==> src/rtl/uart_pkg.sv <==
// Shared UART definitions: transmitter FSM states, frame geometry, simulated UART address.
// No logic; imported by the transmitter, the data memory and the address decode.
// Backpressure: none.
package uart_pkg;

  typedef enum logic [1:0] {
    ST_IDLE  = 2'd0,
    ST_START = 2'd1,
    ST_DATA  = 2'd2,
    ST_STOP  = 2'd3
  } uart_tx_state_t;

  localparam int UART_DATA_BITS  = 8;
  localparam int UART_FRAME_BITS = 10;

  localparam logic [31:0] SIM_UART_ADDR = 32'h1000_0000;

endpackage

==> src/rtl/sync_fifo.sv <==
// Single-clock FIFO; pop_dat shows the head combinationally.
// Latency: a push is visible at the head one edge later.
// Backpressure: a push while full and a pop while empty are ignored.
module sync_fifo #(
  parameter int WIDTH = 8,
  parameter int DEPTH = 16,
  localparam int AW   = $clog2(DEPTH)
) (
  input  logic             clka,
  input  logic             rst,
  input  logic             push,
  input  logic [WIDTH-1:0] push_dat,
  input  logic             pop,
  output logic [WIDTH-1:0] pop_dat,
  output logic             full,
  output logic             empty,
  output logic [AW:0]      count
);

  logic [WIDTH-1:0] mem [DEPTH];
  logic [AW-1:0]    wr_ptr;
  logic [AW-1:0]    rd_ptr;
  logic             push_ok;
  logic             pop_ok;

  assign full    = (count == (AW+1)'(DEPTH));
  assign empty   = (count == '0);
  assign push_ok = push && !full;
  assign pop_ok  = pop && !empty;
  assign pop_dat = mem[rd_ptr];

  always_ff @(posedge clka) begin
    if (push_ok) begin
      mem[wr_ptr] <= push_dat;
    end
  end

  // Pointers are exactly log2(DEPTH) bits, so they wrap without compare logic.
  always_ff @(posedge clka) begin
    if (rst) begin
      wr_ptr <= '0;
      rd_ptr <= '0;
      count  <= '0;
    end else begin
      if (push_ok) wr_ptr <= wr_ptr + 1'b1;
      if (pop_ok)  rd_ptr <= rd_ptr + 1'b1;
      case ({push_ok, pop_ok})
        2'b10:   count <= count + 1'b1;
        2'b01:   count <= count - 1'b1;
        default: count <= count;
      endcase
    end
  end

endmodule

==> src/rtl/uart_tx_fifo.sv <==
// Buffered 8N1 UART transmitter fed by one-cycle character strobes.
// Latency: push at edge k, start bit on tx after edge k+1; 10*CLKS_PER_BIT cycles per frame.
// Backpressure: none upstream; pushes into a full FIFO are dropped and flagged in sticky overflow.
module uart_tx_fifo
  import uart_pkg::*;
#(
  parameter int CLKS_PER_BIT = 16,
  parameter int FIFO_DEPTH   = 16
) (
  input  logic       clka,
  input  logic       rst,
  input  logic [7:0] char_in,
  input  logic       char_valid,
  input  logic       clear_overflow,
  output logic       tx,
  output logic       busy,
  output logic       fifo_empty,
  output logic       fifo_full,
  output logic       overflow
);

  localparam int DIV_W = $clog2(CLKS_PER_BIT);
  localparam int CNT_W = $clog2(FIFO_DEPTH) + 1;

  uart_tx_state_t state, state_nxt;

  logic [DIV_W-1:0] div_cnt;
  logic [2:0]       bit_idx;
  logic [7:0]       shift_reg;
  logic [7:0]       shift_nxt;
  logic [7:0]       head_dat;
  logic [CNT_W-1:0] fifo_cnt;
  logic             div_wrap;
  logic             has_char;
  logic             last_bit;
  logic             pop_head;
  logic             tx_d;

  assign div_wrap = (div_cnt == DIV_W'(CLKS_PER_BIT - 1));
  assign has_char = (fifo_cnt != '0);
  assign last_bit = (bit_idx == 3'(UART_DATA_BITS - 1));

  sync_fifo #(
    .WIDTH (8),
    .DEPTH (FIFO_DEPTH)
  ) u_fifo (
    .clka     (clka),
    .rst      (rst),
    .push     (char_valid),
    .push_dat (char_in),
    .pop      (pop_head),
    .pop_dat  (head_dat),
    .full     (fifo_full),
    .empty    (fifo_empty),
    .count    (fifo_cnt)
  );

  always_ff @(posedge clka) begin
    if (rst) state <= ST_IDLE;
    else     state <= state_nxt;
  end

  always_comb begin
    state_nxt = state;
    case (state)
      ST_IDLE:  if (has_char)             state_nxt = ST_START;
      ST_START: if (div_wrap)             state_nxt = ST_DATA;
      ST_DATA:  if (div_wrap && last_bit) state_nxt = ST_STOP;
      ST_STOP:  if (div_wrap)             state_nxt = has_char ? ST_START : ST_IDLE;
      default:                            state_nxt = ST_IDLE;
    endcase
  end

  // tx is computed from the next state so the registered line lines up with the state register.
  always_comb begin
    busy     = (state != ST_IDLE);
    pop_head = has_char && ((state == ST_IDLE) || ((state == ST_STOP) && div_wrap));
    if (pop_head)                             shift_nxt = head_dat;
    else if ((state == ST_DATA) && div_wrap)  shift_nxt = {1'b0, shift_reg[7:1]};
    else                                      shift_nxt = shift_reg;
    case (state_nxt)
      ST_START: tx_d = 1'b0;
      ST_DATA:  tx_d = shift_nxt[0];
      default:  tx_d = 1'b1;
    endcase
  end

  always_ff @(posedge clka) begin
    if (rst) begin
      div_cnt   <= '0;
      bit_idx   <= '0;
      shift_reg <= '0;
      tx        <= 1'b1;
      overflow  <= 1'b0;
    end else begin
      div_cnt   <= ((state == ST_IDLE) || div_wrap) ? '0 : div_cnt + 1'b1;
      shift_reg <= shift_nxt;
      tx        <= tx_d;
      if (pop_head)                            bit_idx <= '0;
      else if ((state == ST_DATA) && div_wrap) bit_idx <= bit_idx + 1'b1;
      // A drop in the same cycle as a clear keeps the flag set.
      if (char_valid && fifo_full) overflow <= 1'b1;
      else if (clear_overflow)     overflow <= 1'b0;
    end
  end

endmodule
==> config.mk <==
export PLATFORM = sky130hd
export DESIGN_NAME = uart_tx_fifo
export DESIGN_NICKNAME = d
export VERILOG_FILES = /design/src/rtl/uart_pkg.sv /design/src/rtl/sync_fifo.sv /design/src/rtl/uart_tx_fifo.sv
export SDC_FILE = /design/constraint.sdc
export NUM_CORES = 1
export LEC_CHECK = 0
export ABC_AREA = 0
export CAP_MARGIN = 40
export CORE_UTILIZATION = 30
export DETAILED_ROUTE_END_ITERATION = 8
export SYNTH_ARGS = -nofsm -noshare
export SYNTH_HDL_FRONTEND = slang
export SYNTH_HIERARCHICAL = 1
export SYNTH_SLANG_ARGS = --single-unit
==> constraint.sdc <==
create_clock -name clka -period 2.9 [get_ports clka]
set_input_delay 0.58 -clock clka [delete_from_list [all_inputs] [get_ports clka]]
set_output_delay 0.58 -clock clka [all_outputs]
set_load 0.01 [all_outputs]
; Yosys cells after proc, flatten, opt, wreduce, memory -nomap -nowiden
; Memories as Yosys holds them, arrays and structs flattened. A register that Yosys moved wholly into a read port is not among the register bits.
; Cells that the tools add are included.
[classes]
n_reduce_logical = 20
add_sub_neg = 6
bitwise_logic = 0
multipliers = 0
mux = 16
shift = 0
n_div = 0
n_lt_le_gt_ge = 0
eq_ne = 10
[op_table]
columns = cell, count
row1 = $mux 8, 2
row2 = $add 4x1->4 const B, 3
row3 = $pmux 5 s2, 1
row4 = $eq 2x2->1 const B, 4
row5 = $mux 2, 4
row6 = $mux 4, 2
row7 = $pmux 2 s4, 1
row8 = $reduce_bool 2->1, 4
row9 = $logic_and 1x1->1, 7
row10 = $eq 2x1->1 const B, 3
row11 = $add 5x1->5 const B, 1
row12 = $eq 5x5->1 const B, 1
row13 = $logic_not 5->1, 1
row14 = $mux 1, 5
row15 = $reduce_bool 5->1, 1
row16 = $sub 5x1->5 const B, 1
row17 = $eq 4x4->1 const B, 1
row18 = $reduce_or 2->1, 2
row19 = $add 3x1->3 const B, 1
row20 = $eq 3x3->1 const B, 1
row21 = $logic_not 1->1, 2
row22 = $logic_not 2->1, 1
row23 = $logic_or 1x1->1, 2
row24 = $pmux 1 s2, 1
[totals]
input_bits = 12
elab_cells = 63
out_inout_bits = 5
latchBits = 0
ff_bits = 32
mem_bits_ro = 0
mem_bits_rw = 128
n_memories = 1
[memory_table]
columns = name, words, width, rd, rd_ports_with_merged_regs, write_ports, line
row1 = u_fifo.mem, 16, 8, 1, 1, 1, sync_fifo.sv:20  ; logic [WIDTH-1:0] mem [DEPTH];

; Logic depth before layout (Yosys ltp)
[logic_depth]
ltp_word = 7
ltp_mapped = 15
ltp_nobuf = 13

; Modules after synthesis
; The synthesis kept the hierarchy.
[by_module_without_submodules]
columns = module, instances, area_each_um2, cells_each
row1 = sync_fifo, 1, 5974.5, 305
row2 = uart_tx_fifo, 1, 922.1, 92

; Least setup slack after synthesis
; Ideal clock, no wire load.
[synth_path]
path_kind = flip-flop to flip-flop
from = register div_cnt[0]
to = register u_fifo.count[2]
required_ns = 2.829
path_stages_with_launch = 16
path_slack_ns = -0.246
t_arrival_ns = 3.075
synth_period_minus_slack_ns = 3.146
n_path_buf = 2
cell_sequence = dfxtp_1 > ha_1 > and3_1 > buf_2 > and3_1 > o22ai_4 > inv_1 > o21ai_4 > inv_1 > ha_1 > clkbuf_1 > xor2_1 > ha_1 > o21a_1 > or4_1 > a21oi_1
[synth_between]
elab_chain_cells = 7
elab_cells_between_ends = 9
classes_between = 3 x eq/ne / 1 x mux / 5 x reduce/logical
[synth_rtl]
columns = item, line
row1 = start: declaration, uart_tx_fifo.sv:27  ; logic [DIV_W-1:0] div_cnt;
row2 = start signal: assignment, uart_tx_fifo.sv:96  ; div_cnt <= ((state == ST_IDLE) || div_wrap) ? '0 : div_cnt + 1'b1;
row3 = $eq 4x4->1 *, uart_tx_fifo.sv:39  ; assign div_wrap = (div_cnt == DIV_W'(CLKS_PER_BIT - 1));
row4 = $logic_and 1x1->1 *, uart_tx_fifo.sv:77  ; pop_head = has_char && ((state == ST_IDLE) || ((state == ST_STOP) && div_wrap));
row5 = $logic_or 1x1->1 *, uart_tx_fifo.sv:77
row6 = $logic_and 1x1->1 *, uart_tx_fifo.sv:77
row7 = via pop_head, uart_tx_fifo.sv:36  ; logic pop_head;
row8 = $logic_and 1x1->1 *, sync_fifo.sv:29  ; assign pop_ok = pop && !empty;
row9 = via u_fifo.pop_ok, sync_fifo.sv:24  ; logic pop_ok;
row10 = $eq 2x1->1 / $eq 2x2->1 (equally long branches), sync_fifo.sv:47  ; case ({push_ok, pop_ok})
row11 = $pmux 5 s2 / $reduce_bool 2->1 (equally long branches), --
row12 = end signal: assignment, sync_fifo.sv:48  ; 2'b10: count <= count + 1'b1;
row13 = end signal: assignment, sync_fifo.sv:49  ; 2'b01: count <= count - 1'b1;
row14 = end signal: assignment, sync_fifo.sv:50  ; default: count <= count;
row15 = end: declaration, sync_fifo.sv:17  ; output logic [AW:0] count
; The timed path passes the listed nets; every way through them passes the cells marked *.
; A chain may end at the register's enable or synchronous reset.

; Worst setup path after layout
[layout_path]
from = register u_fifo.count[0]
to = output port fifo_full
[layout_between]
elab_chain_cells = 1
[layout_rtl]
columns = item, line
row1 = $eq 5x5->1, sync_fifo.sv:26  ; assign full = (count == (AW+1)'(DEPTH));
row2 = end: declaration, uart_tx_fifo.sv:18  ; output logic fifo_full,
; No other way between the ends.

==> impl_metrics.ini <==
[routing]
drt_iter0_drc = 262
route.detailed.drc = 0
drtPass1Iterations = 4
ant_nets = 0
routedWlPerCell_um = 16.39
vias = 3473
finalWirelength_um = 12020
via_per_inst = 4.738

[grt]
grt_pass1_vias = 3618
grt_antenna_before_repair = 0
track_usage_pct = 10.97
grt_pass1_wl_um = 19530
grt_max_degree = 33
gr-total-overflow = 0

[timing]
setup-tns-final_ns = 0
finalCriticalPeriod_ns = 2.761
skew_ns = 0.01304
finalHoldViolations = 0
rsz0062_at_grt = false
max_slew_margin_pct = 63.10
slew_viol_final = 0
finalCritPeriodShare_pct = 95.21
worst_pin_slew_ns = 0.5535
fmax_mhz = 362.2
finalSetupViolCount = 0

[logic_synthesis]
synth_top_family_by_area = multiplexers
syn-cell-area_um2 = 6897
ys_async_sr_fraction_pct = 0
synth.net_count = 420
synth_compound_area_share_pct = 4.481
muxShareOfSynthArea_pct = 16.78
synthSimpleGateAreaFrac_pct = 6.223
synth_adder_area_share_pct = 1.996
ys_seq_area_share_pct = 66.18
synthCells = 397
synth_xor_xnor_area_share_pct = 1.524
synth_ff_type = edfxtp_1
yosys_warnings = 6
ys_seq_elements = 164
synth.avg_cell_area_um2 = 17.37
synth-edff-count = 128
synth_cell_type_count = 53

[placed_design]
placed_area_um2 = 7493
io_buffers = 16
dp_hpwl_um = 8567
gp_congestion = 0.7225

[setup_path]
cp-end-kind = output pin
startpoint = u_fifo/count[0]
cp-start-kind = register
worst-setup-path-type = register to output pin
critPathMaxFanout = 7
arrival_ns = 2.18
reg2reg_from = u_fifo/count[0]
worstPathRequired_ns = 2.32

[cts]
cts_hold_buf = 0
cts_tree = built
htreeDepth = 4
clockRootBuffer = clkbuf_16
post_cts_buffers = 0
clk_pin_slew_ns = 0.07
clock_latency_ns = 0.42
cts.sinks = 164
cts_buffers = 17
cts_buffer_depth = 2

[job]
maxCapViolations = 0

[die]
core_um2 = 22570
dieArea_um2 = 23600
rows = 55
start_util_pct = 30.55
die_y_um = 153.6
pin_count = 17
die_width_um = 153.6

[power_and_ir_drop]
p_leak_nw = 2.650
power_mw = 6.735
p_per_area_nw_per_um2 = 840.4
ir_worst_vdd_v = 0.0004209

[status]
status = completed

[cells_and_area]
n_antenna_cell = 0
fin_area_um2 = 8014
largest_reg_flops = 128
fin_util_pct = 35.50
drive_gt1_share_pct = 18.97
final_nets = 459
area_growth_pct = 16.20

[min_path]
hold_path_class = register to register
min-delay-start = div_cnt[0]
[metal layers]
metal  GRT usage, %  vias up  share of wire (%)
li1               -     1663                  -
met1          13.29     1736                 44
met2          18.59       60                 52
met3          2.706       14                3.6
met4          4.714        0               0.83
met5              0        -                  0
[cells in the mapped netlist (4+ instances only)]
cell type / instances / area share (%)
a21oi_1: 5 / 0.36
buf_1: 4 / 0.22
buf_6: 4 / 0.65
clkbuf_1: 9 / 0.49
dfxtp_1: 36 / 10
edfxtp_1: 128 / 56
ha_1: 11 / 2.0
inv_1: 10 / 0.54
mux2i_1: 14 / 2.0
mux4_1: 28 / 11
mux4_2: 12 / 3.9
nand2_1: 9 / 0.49
nand2b_1: 4 / 0.36
nand3b_1: 4 / 0.44
nor2_1: 39 / 2.1
nor3_1: 11 / 0.80
o21a_1: 4 / 0.44
xor2_1: 9 / 1.1
[per-stage QoR]
step	instances	hold WS (ns)	worst slack (ns)
6_report	733	0.4478	0.1389
5_1_grt	733	0.4644	0.02945
4_1_cts	733	0.4536	0.1192
3_5_place_dp	702	0.4378	0.1661
3_3_place_gp	702	0.4317	0.2266
2_1_floorplan	397	0.4202	0.005732
[logic make-up after synthesis]
kind of cell	after synthesis
adders and majority gates	11
and+or+nand+nor	86
xor gates and xnor gates	12
muxes	55
AOI/OAI and AO/OA	34
DFF	164
buffers and inverters	35
[where the power goes]
group	leakage, nW	switching [mW]	internal (mW)	total, mW
clock network	0.248	0.867	1.08	1.95
logic	0.952	0.945	0.944	1.89
registers	1.45	0.181	2.71	2.89
[final timing paths]
path                                         to  slack [ns]  depth (start not counted)
worst max-delay path                  fifo_full        0.14                          3
worst min register to register       div_cnt[0]        0.45                          1
worst max register to register  u_fifo/count[2]        0.19                         11
worst min-delay path                 div_cnt[0]        0.45                          1
[layout make-up]
class / instances / area (µm²)
clock inverters: 13 / 86.33
multi-input cells: 198 / 2151
inverters: 11 / 42.54
repair buffers: 44 / 382.9
clock buffers: 18 / 429.2
fillers: 2092 / 14560
well taps: 285 / 356.6
flip-flops and latches: 164 / 4566
[placed cells by master (no fill, tap or decap), drive strengths merged, types with 6 or more instances in the layout]
| master | synthesis | routed |
|---|---|---|
| a211oi | 6 | 6 |
| buf | 14 | 28 |
| clkbuf | 10 | 18 |
| clkdlybuf4s50 | 0 | 16 |
| clkinv | 1 | 10 |
| dfxtp | 36 | 36 |
| edfxtp | 128 | 128 |
| ha | 11 | 11 |
| inv | 10 | 12 |
| mux2i | 14 | 14 |
| mux4 | 40 | 40 |
| nand2 | 9 | 9 |
| nor2 | 39 | 39 |
| nor3 | 11 | 11 |
| xor2 | 9 | 9 |
[worst max-delay path: stages, from the launching register on]
cell,delay (ns)
dfxtp_1,0.38
or4_4,0.61
nor2_1,0.20
clkdlybuf4s50_1,0.57
[timing repair]
action                                  4_1_cts  5_1_grt
endpoints found under the setup margin        1        1
gates resized for setup                       1        1
endpoints found under the hold margin         0        0
Power figures use the tool's default switching activity.
